===== src/rtl/fwd_scoreboard_pkg.sv =====
// Shared core package for the forwarding/scoreboard block: forwarding-select
// encodings, default parameter values and the address/select width helpers.
package fwd_scoreboard_pkg;

  // Default configuration
  localparam int DEF_NUM_SRC = 2;
  localparam int DEF_NUM_FWD = 2;
  localparam int DEF_NREG    = 32;

  // Forwarding-select encodings: 0 reads the register file, k picks stage k
  localparam int SEL_REGFILE = 0;
  localparam int SEL_MEM     = 1;
  localparam int SEL_WB      = 2;

  // Register address width for a register file of nreg entries
  function automatic int aw_of(input int nreg);
    return $clog2(nreg);
  endfunction

  // Select width able to encode the register file plus num_fwd stages
  function automatic int sw_of(input int num_fwd);
    return $clog2(num_fwd + 1);
  endfunction

endpackage


===== src/rtl/fwd_scoreboard_match.sv =====
// Per-operand forwarding priority match: picks the youngest stage that writes
// the operand's (nonzero) source register, otherwise the register file.
module fwd_match
  import fwd_scoreboard_pkg::*;
#(
  parameter int NUM_FWD = DEF_NUM_FWD,
  parameter int AW      = 5,
  parameter int SW      = 2
) (
  input  logic                  valid,
  input  logic [AW-1:0]         addr,
  input  logic [NUM_FWD-1:0]    fwd_we,
  input  logic [NUM_FWD*AW-1:0] fwd_rd,
  output logic [SW-1:0]         sel
);

  // Scan oldest to youngest so the youngest matching stage overwrites the rest
  always_comb begin
    sel = SW'(SEL_REGFILE);
    for (int k = NUM_FWD; k >= 1; k--) begin
      if (valid && (addr != '0) && fwd_we[k-1] &&
          (fwd_rd[(k-1)*AW +: AW] == addr)) begin
        sel = SW'(k);
      end
    end
  end

endmodule


===== src/rtl/fwd_scoreboard.sv =====
// Operand forwarding select and hazard scoreboard for the EX stage.
// Optional stall performance counter enabled by macro FWD_SCOREBOARD_PERF_EN.
module fwd_scoreboard
  import fwd_scoreboard_pkg::*;
#(
  parameter int NUM_SRC = DEF_NUM_SRC,
  parameter int NUM_FWD = DEF_NUM_FWD,
  parameter int NREG    = DEF_NREG,
  localparam int AW     = aw_of(NREG),
  localparam int SW     = sw_of(NUM_FWD)
) (
  input  logic                  clk,
  input  logic                  rst_n,
  input  logic [NUM_SRC-1:0]    src_valid,
  input  logic [NUM_SRC*AW-1:0] src_addr,
  input  logic [NUM_FWD-1:0]    fwd_we,
  input  logic [NUM_FWD*AW-1:0] fwd_rd,
  input  logic                  ex_load,
  input  logic [AW-1:0]         ex_rd,
  input  logic                  iss_valid,
  input  logic [AW-1:0]         iss_rd,
  input  logic                  cmpl_valid,
  input  logic [AW-1:0]         cmpl_rd,
  output logic [NUM_SRC*SW-1:0] fwd_sel,
  output logic                  stall,
  output logic [AW:0]           pending_cnt
`ifdef FWD_SCOREBOARD_PERF_EN
  ,
  output logic [31:0]           stall_cnt
`endif
);

  logic [NREG-1:0]    pending_reg;
  logic [NREG-1:0]    pending_next;
  logic [AW:0]        cnt_reg;
  logic [AW:0]        cnt_next;
  logic [NUM_SRC-1:0] load_hit;
  logic [NUM_SRC-1:0] sb_hit;
  logic               waw_hit;
  logic               set_en;
  logic               clear_en;

  genvar gi;
  generate
    for (gi = 0; gi < NUM_SRC; gi++) begin : g_src
      logic [AW-1:0] addr;
      logic          live;

      assign addr = src_addr[gi*AW +: AW];
      assign live = src_valid[gi] && (addr != '0);

      // Load result is not available yet for an operand that reads it
      assign load_hit[gi] = live && ex_load && (ex_rd != '0) && (ex_rd == addr);
      // Operand waits on an outstanding long-latency write
      assign sb_hit[gi]   = live && pending_reg[addr];

      fwd_match #(
        .NUM_FWD (NUM_FWD),
        .AW      (AW),
        .SW      (SW)
      ) u_match (
        .valid  (src_valid[gi]),
        .addr   (addr),
        .fwd_we (fwd_we),
        .fwd_rd (fwd_rd),
        .sel    (fwd_sel[gi*SW +: SW])
      );
    end
  endgenerate

  assign waw_hit = iss_valid && pending_reg[iss_rd];
  assign stall   = (|load_hit) || (|sb_hit) || waw_hit;

  // A new long-latency op claims its destination only when it actually issues.
  // A completion racing an issue to the same register keeps the bit set.
  assign set_en   = iss_valid && !stall && (iss_rd != '0);
  assign clear_en = cmpl_valid && (cmpl_rd != '0) &&
                    !(iss_valid && (iss_rd == cmpl_rd));

  // Next pending table: clear first so a simultaneous set dominates
  always_comb begin
    pending_next = pending_reg;
    if (clear_en) pending_next[cmpl_rd] = 1'b0;
    if (set_en)   pending_next[iss_rd]  = 1'b1;
    pending_next[0] = 1'b0;
  end

  // Population count of the next table so the count tracks it edge for edge
  always_comb begin
    cnt_next = '0;
    for (int r = 0; r < NREG; r++) begin
      cnt_next = cnt_next + (AW+1)'(pending_next[r]);
    end
  end

  // Pending table and its count, cleared asynchronously by reset
  always_ff @(posedge clk or negedge rst_n) begin
    if (!rst_n) begin
      pending_reg <= '0;
      cnt_reg     <= '0;
    end else begin
      pending_reg <= pending_next;
      cnt_reg     <= cnt_next;
    end
  end

  assign pending_cnt = cnt_reg;

`ifdef FWD_SCOREBOARD_PERF_EN
  logic [31:0] stall_cnt_reg;

  // Saturating count of stalled cycles
  always_ff @(posedge clk or negedge rst_n) begin
    if (!rst_n) begin
      stall_cnt_reg <= '0;
    end else if (stall && (stall_cnt_reg != 32'hFFFF_FFFF)) begin
      stall_cnt_reg <= stall_cnt_reg + 32'd1;
    end
  end

  assign stall_cnt = stall_cnt_reg;
`else
  // No stall performance counter in this build.
`endif

endmodule

===== config.mk =====
export PLATFORM = sky130hd
export DESIGN_NAME = fwd_scoreboard
export DESIGN_NICKNAME = d
export VERILOG_FILES = /design/src/rtl/fwd_scoreboard_pkg.sv /design/src/rtl/fwd_scoreboard_match.sv /design/src/rtl/fwd_scoreboard.sv
export SDC_FILE = /design/constraint.sdc
export NUM_CORES = 1
export LEC_CHECK = 0
export ABC_CLOCK_PERIOD_IN_PS = 10100
export CAP_MARGIN = 15
export CELL_PAD_IN_SITES_DETAIL_PLACEMENT = 1
export CELL_PAD_IN_SITES_GLOBAL_PLACEMENT = 1
export CORE_ASPECT_RATIO = 1.4
export CORE_MARGIN = 2
export CORE_UTILIZATION = 40
export DETAILED_ROUTE_END_ITERATION = 10
export GPL_TIMING_DRIVEN = 1
export PLACE_DENSITY_LB_ADDON = 0.1
export SETUP_SLACK_MARGIN = 0.2
export SLEW_MARGIN = 10
export SYNTH_ARGS = -nofsm -noshare
export SYNTH_HDL_FRONTEND = slang
export SYNTH_SLANG_ARGS = --single-unit

===== constraint.sdc =====
create_clock -name clk -period 10.1 [get_ports clk]
set_input_delay 2.02 -clock clk [delete_from_list [all_inputs] [get_ports clk]]
set_output_delay 2.02 -clock clk [all_outputs]
set_load 0.03 [all_outputs]

# --- Word-level counts from Yosys, hierarchy flattened ---
# Cells that the tools add are included.
op_classes:
  reduce_logical: 37
  n_shift: 0
  bitwise: 3
  n_eq_ne: 7
  div_mod_pow: 0
  n_lt_le_gt_ge: 6
  muxes: 16
  addsub: 30
  n_mul: 0
ops:
  columns: ["cell", "count"]
  rows:
  - ["adder 6 x 1 -> 6 bit", 25]
  - ["2-to-1 mux 32 bit", 2]
  - ["equality test 5 bit", 7]
  - ["bitwise AND 32 bit", 1]
  - ["inverter 32 bit", 1]
  - ["OR 32 bit", 1]
  - ["logical AND 1 bit", 26]
  - ["nonzero test 5 bit", 5]
  - ["less-than comparator 5 x 6 -> 1 bit (second input constant)", 4]
  - ["binary-select mux 1 bit (select 5 bit)", 3]
  - ["demux 1 bit (select 5 bit)", 2]
  - ["greater-or-equal comparator 5 x 1 -> 1 bit (second input constant)", 2]
  - ["2-to-1 mux 2 bit", 4]
  - ["adder 5 x 1 -> 6 bit", 1]
  - ["adder 4 x 1 -> 5 bit", 1]
  - ["2-to-1 mux 1 bit", 5]
  - ["adder 3 x 1 -> 4 bit", 1]
  - ["OR reduction 2 bit", 2]
  - ["adder 2 x 1 -> 3 bit", 1]
  - ["adder 1 x 1 -> 2 bit", 1]
  - ["zero test 1 bit", 2]
  - ["logical OR 1 bit", 2]
totals:
  out_inout_bits: 11
  mem_bits_ro: 0
  latchBits: 0
  reg_bits: 37
  elab_cells: 101
  n_memories: 0
  in_bits: 44
  ramBits: 0

# --- Logic depth before layout (Yosys ltp) ---
# Gate-level depths: netlist (run 1).
logic_depth:
  ltp_word: 42
  ltp_mapped: 25
  depth_no_buf: 21

# --- Cells and area by module ---
# Synthesis (run 1) repeated with hierarchy kept, for this count alone.
hier_totals:
  hier_cells: 413
  area_unflattened_um2: 4134.0
by_module_without_submodules:
  columns: ["module", "seq_area_each_um2", "area_each_um2", "n_inst", "cells_per_inst"]
  rows:
  - ["fwd_scoreboard", 925.9, 3843.7, 1, 377]
  - ["fwd_match", 0.0, 145.1, 2, 18]

# --- Least setup slack after synthesis (run 1) ---
# OpenSTA, ideal clock, no wires.
synth_path:
  kind: "input -> register"
  start: "input iss_rd[1]"
  end: "register cnt_reg[4], in the netlist pending_cnt[4]"
  required_ns: 10.020
  slack_ns: 1.728
  arrival_time_ns: 8.292
  cell_stages: 22
  setup_ns: 0.080
  n_path_buf: 3
  path_cell_list: "buf_1 > mux4_2 > a32oi_1 > o211ai_1 > or3b_4 > buf_6 > buf_2 > o41a_1 > fa_1 > inv_1 > fa_1 > fa_1 > fa_1 > inv_1 > fa_1 > fa_1 > fa_1 > inv_1 > fa_1 > a21o_1 > a21oi_1 > xnor2_1"
synth_via:
  elab_chain_cells: 38
  word_cells_on_any_way: 50
  classes_between: "add/sub (30); order compare (2); eq/ne (1); mux (6); bitwise (1); reduce/logical (10)"
synth_lines:
  columns: ["element", "line_no", "rtl"]
  rows:
  - ["start: declaration", "fwd_scoreboard.sv:21", "input logic [AW-1:0] iss_rd,"]
  - ["branches (longest 7 deep; another with less-than comparator 5 x 6 -> 1 bit)", null, null]
  - ["2-to-1 mux 32 bit *", "fwd_scoreboard.sv:84", "if (set_en) pending_next[iss_rd] = 1'b1;"]
  - ["adder 1 x 1 -> 2 bit", "fwd_scoreboard.sv:92", "cnt_next = cnt_next + (AW+1)'(pending_next[r]);"]
  - ["adder 2 x 1 -> 3 bit", "fwd_scoreboard.sv:92", null]
  - ["adder 3 x 1 -> 4 bit", "fwd_scoreboard.sv:92", null]
  - ["adder 4 x 1 -> 5 bit", "fwd_scoreboard.sv:92", null]
  - ["adder 5 x 1 -> 6 bit", "fwd_scoreboard.sv:92", null]
  - ["adder 6 x 1 -> 6 bit (24 in a row)", "fwd_scoreboard.sv:92", null]
  - ["adder 6 x 1 -> 6 bit *", "fwd_scoreboard.sv:92", null]
  - ["named net cnt_next[4]", "fwd_scoreboard.sv:36", "logic [AW:0] cnt_next;"]
  - ["end signal: assignment", "fwd_scoreboard.sv:103", "cnt_reg <= cnt_next;"]
  - ["end: declaration", "fwd_scoreboard.sv:35", "logic [AW:0] cnt_reg;"]
# Mark *: on every way through the listed nets, which the timed path passes. The select of a mux whose other input is x is not followed.

# --- Worst setup path after layout (run 1) ---
# Ends and elaborated chain as after synthesis.

==> summary.txt, run 1 <==
status = finished, final reports clean
Mapped Nets = 489
routed vias = 3712
Core Rows = 44
dpl cells = 599
crit share post-route = 92.4%
fillers = 1159
top routing layer in use = met4
CTS Sinks = 37
max reg flops = 31
Worst Path Arrival = 9.54 ns
final count of negative-setup-slack endpoints = 0
Antenna Violating Nets Remaining = 0
GPL Wtd Cong = 0.962
initial antenna violation count = 0
CP Max Fanout = 20
routed vias/inst = 6.12
sequential area share after synthesis = 22.2%
HP Class = reg -> reg
Final Skew = 0.00217 ns
I/O Buffers = 54
M1 WL = 5120 um
Syn. warnings = 0
flops & latches, synth = 37
CTS Buffer Depth = 2
Tightest Pin Transition = 0.888 ns
CP Data Required Time = 10.31 ns
Yosys cell types = 67
Worst Setup Path Type = in -> reg
Tmin final = 9.33 ns
CP max stage delay = 0.88 ns
die width = 90.3 um
Fin Hold WS = 0.619 ns
Post-CTS Setup Inserts = 0
Final TNS setup = 0 ns
final instance area = 0.00504 mm^2
total CTS buffers = 5
drt drc = 0
Pleak = 2.16 nW
crit end category = flop
GRT Total Usage = 26.6%
fraction of layout cells with a size suffix above 1 = 14.5%
RSZ-0062 raised after global routing = no
met3 wire length = 584 um
gr ovfl total = 0
MaxCap Viol Count = 0
Initial DRC Count = 181
Final nets = 542
Post-synth top cells = 37 x dfrtp_1, 29 x inv_1, 28 x nand2_1
first-pass GRT wire length = 23100 um
Post-synth ARST share = 100%
Area contributors post-synth = dfrtp_1 22%, fa_1 11%, mux4_2 4.9%
max-slew violation count = 0
cells along the critical path = clkdlybuf4s50_1, buf_4, mux2i_1, o221ai_1, a21oi_1, a21oi_1, or3b_4, nor4_4, buf_4, a21oi_1, fa_1, fa_1, inv_1, fa_1, fa_1, inv_1, fa_1, fa_1, fa_1, inv_1, fa_1, a21o_1, a21oi_1, xnor2_1
cell count after synthesis = 415
dominant cell type by area after synthesis = dfrtp_1
vias in the first global route = 4107
most frequent cell after synthesis = dfrtp_1
largest net degree at the start of global routing = 38
clock slew at reported path FFs = 0.06 ns
ANT cells = 0
Post-CTS Resized = 0
Die Ht = 125 um
Peak supply drop = 0.855 mV
# IOs = 55
placed instance area = 0.00485 mm^2
synthesized area = 0.00417 mm^2
Worst-Skew Late Latency = 0.29 ns
CP most frequent cell = fa_1
Final Hold Viols = 0
Starting Density = 40.5%
clk root buf = clkbuf_16
Area Growth Syn to Fin = 20.8%
Detail Placement HPWL = 11600 um
drt first pass iters = 4
WL met2 = 7910 um
hold buffers post-CTS = 0
Synth top area share = 22.2%
Avg Cell Area, Syn = 10.1 um^2
max_slew headroom = 40.8%
main flop type after synthesis = dfrtp_1
CTS tree = built
die footprint = 0.0113 mm^2
H-tree levels = 2
total core area = 0.0103 mm^2
Post-synth EDFFs = 0
Critical Path Start Type = primary input
post-DR wirelength/cell = 23.7 um
Fmax = 107 MHz
slowest stage cell, crit path = clkdlybuf4s50_1
routed wire length = 14400 um
fin cells = 607
pwr/cell area = 337 mW/mm^2
[kinds of logic (layout without fill, tap and decap cells)]
group	Yosys count	count (layout)	synth area share, %
adders and majority gates	30	30	13.1
buffers and inverters	59	113	7.20
and+or+nand+nor	109	109	15.4
DFF	37	37	22.2
AOI/OAI and AO/OA	106	106	21.4
xor gates and xnor gates	38	38	7.98
muxes	36	36	12.8
[per-layer routing]
metal	up-vias	track usage, %
li1	1637	-
met1	1898	29.0
met2	134	49.8
met3	43	3.09
met4	0	14.1
met5	-	0
[final timing paths]
path | from | to | slack (ns) | cells after the start
worst max register to register | pending_reg[3] | pending_cnt[4] | 2.95 | 23
min in group asynchronous | rst_n | pending_cnt[0] | 1.86 | 1
worst max-delay path | iss_rd[1] | pending_cnt[4] | 0.77 | 24
worst min register to register | pending_reg[22] | pending_reg[22] | 0.62 | 1
worst min-delay path | pending_reg[22] | pending_reg[22] | 0.62 | 1
max in group asynchronous | rst_n | pending_reg[20] | 7.68 | 1
[stage by stage]
step | power (W) | util (%) | setup slack [ns]
CTS | 0.00174 | 49.0 | 0.749
finish | 0.00170 | 49.0 | 0.769
floorplan | 0.00119 | - | 1.73
detailed placement | 0.00153 | 47.1 | 0.437
global placement | 0.00153 | 47.1 | 0.511
global route | 0.00192 | 49.0 | 0.382
[final cells by class]
| class | count | area [um^2] | share of cell area [%] |
|---|---|---|---|
| multi-input combinational | 319 | 2950 | 58.5 |
| sequential | 37 | 926 | 18.4 |
| timing repair buffer | 75 | 693 | 13.8 |
| tap | 138 | 173 | 3.43 |
| clock buffer | 5 | 125 | 2.48 |
| inverter | 30 | 113 | 2.23 |
| clock inverter | 3 | 65.1 | 1.29 |
[cells in the final DEF, fill, tap and decap left out, types with 7 or more instances in the layout]
cell | synthesis | final
clkdlybuf4s50_1 | 0 | 53
dfrtp_1 | 37 | 37
inv_1 | 29 | 29
nand2_1 | 28 | 28
fa_1 | 23 | 23
buf_4 | 5 | 21
o21ai_0 | 20 | 20
xnor2_1 | 20 | 20
xor2_1 | 18 | 18
mux2i_1 | 15 | 15
nor2_1 | 10 | 10
a22o_1 | 10 | 10
nand3_1 | 10 | 10
mux4_2 | 9 | 9
a22oi_1 | 8 | 8
o21a_1 | 8 | 8
o41ai_2 | 8 | 8
nor3_1 | 7 | 7
ha_1 | 7 | 7
[worst max-delay path, delay by kind of cell]
kind	cells	cell delay, ns
xor gates and xnor gates	1	0.13
adders and majority gates	8	3.71
muxes	1	0.20
and+or+nand+nor	2	1.03
buffers and inverters	6	1.57
AOI/OAI and AO/OA	6	0.87
[report_power, final]
group | switching (W) | internal, W
Combinational | 0.000665 | 0.000568
Sequential | 0.0000490 | 0.000211
Clock | 0.0000628 | 0.000141
No activity file was read; power rests on OpenSTA's default activity.
==> run 2: changes to the inputs <==
CTS_BUF_LIST = sky130_fd_sc_hd__clkbuf_16   (was default)
SKIP_LAST_GASP = 1   (was default)
==> results of run 2 <==
The final DEF is identical to that of run 1; final timing and power are the same.
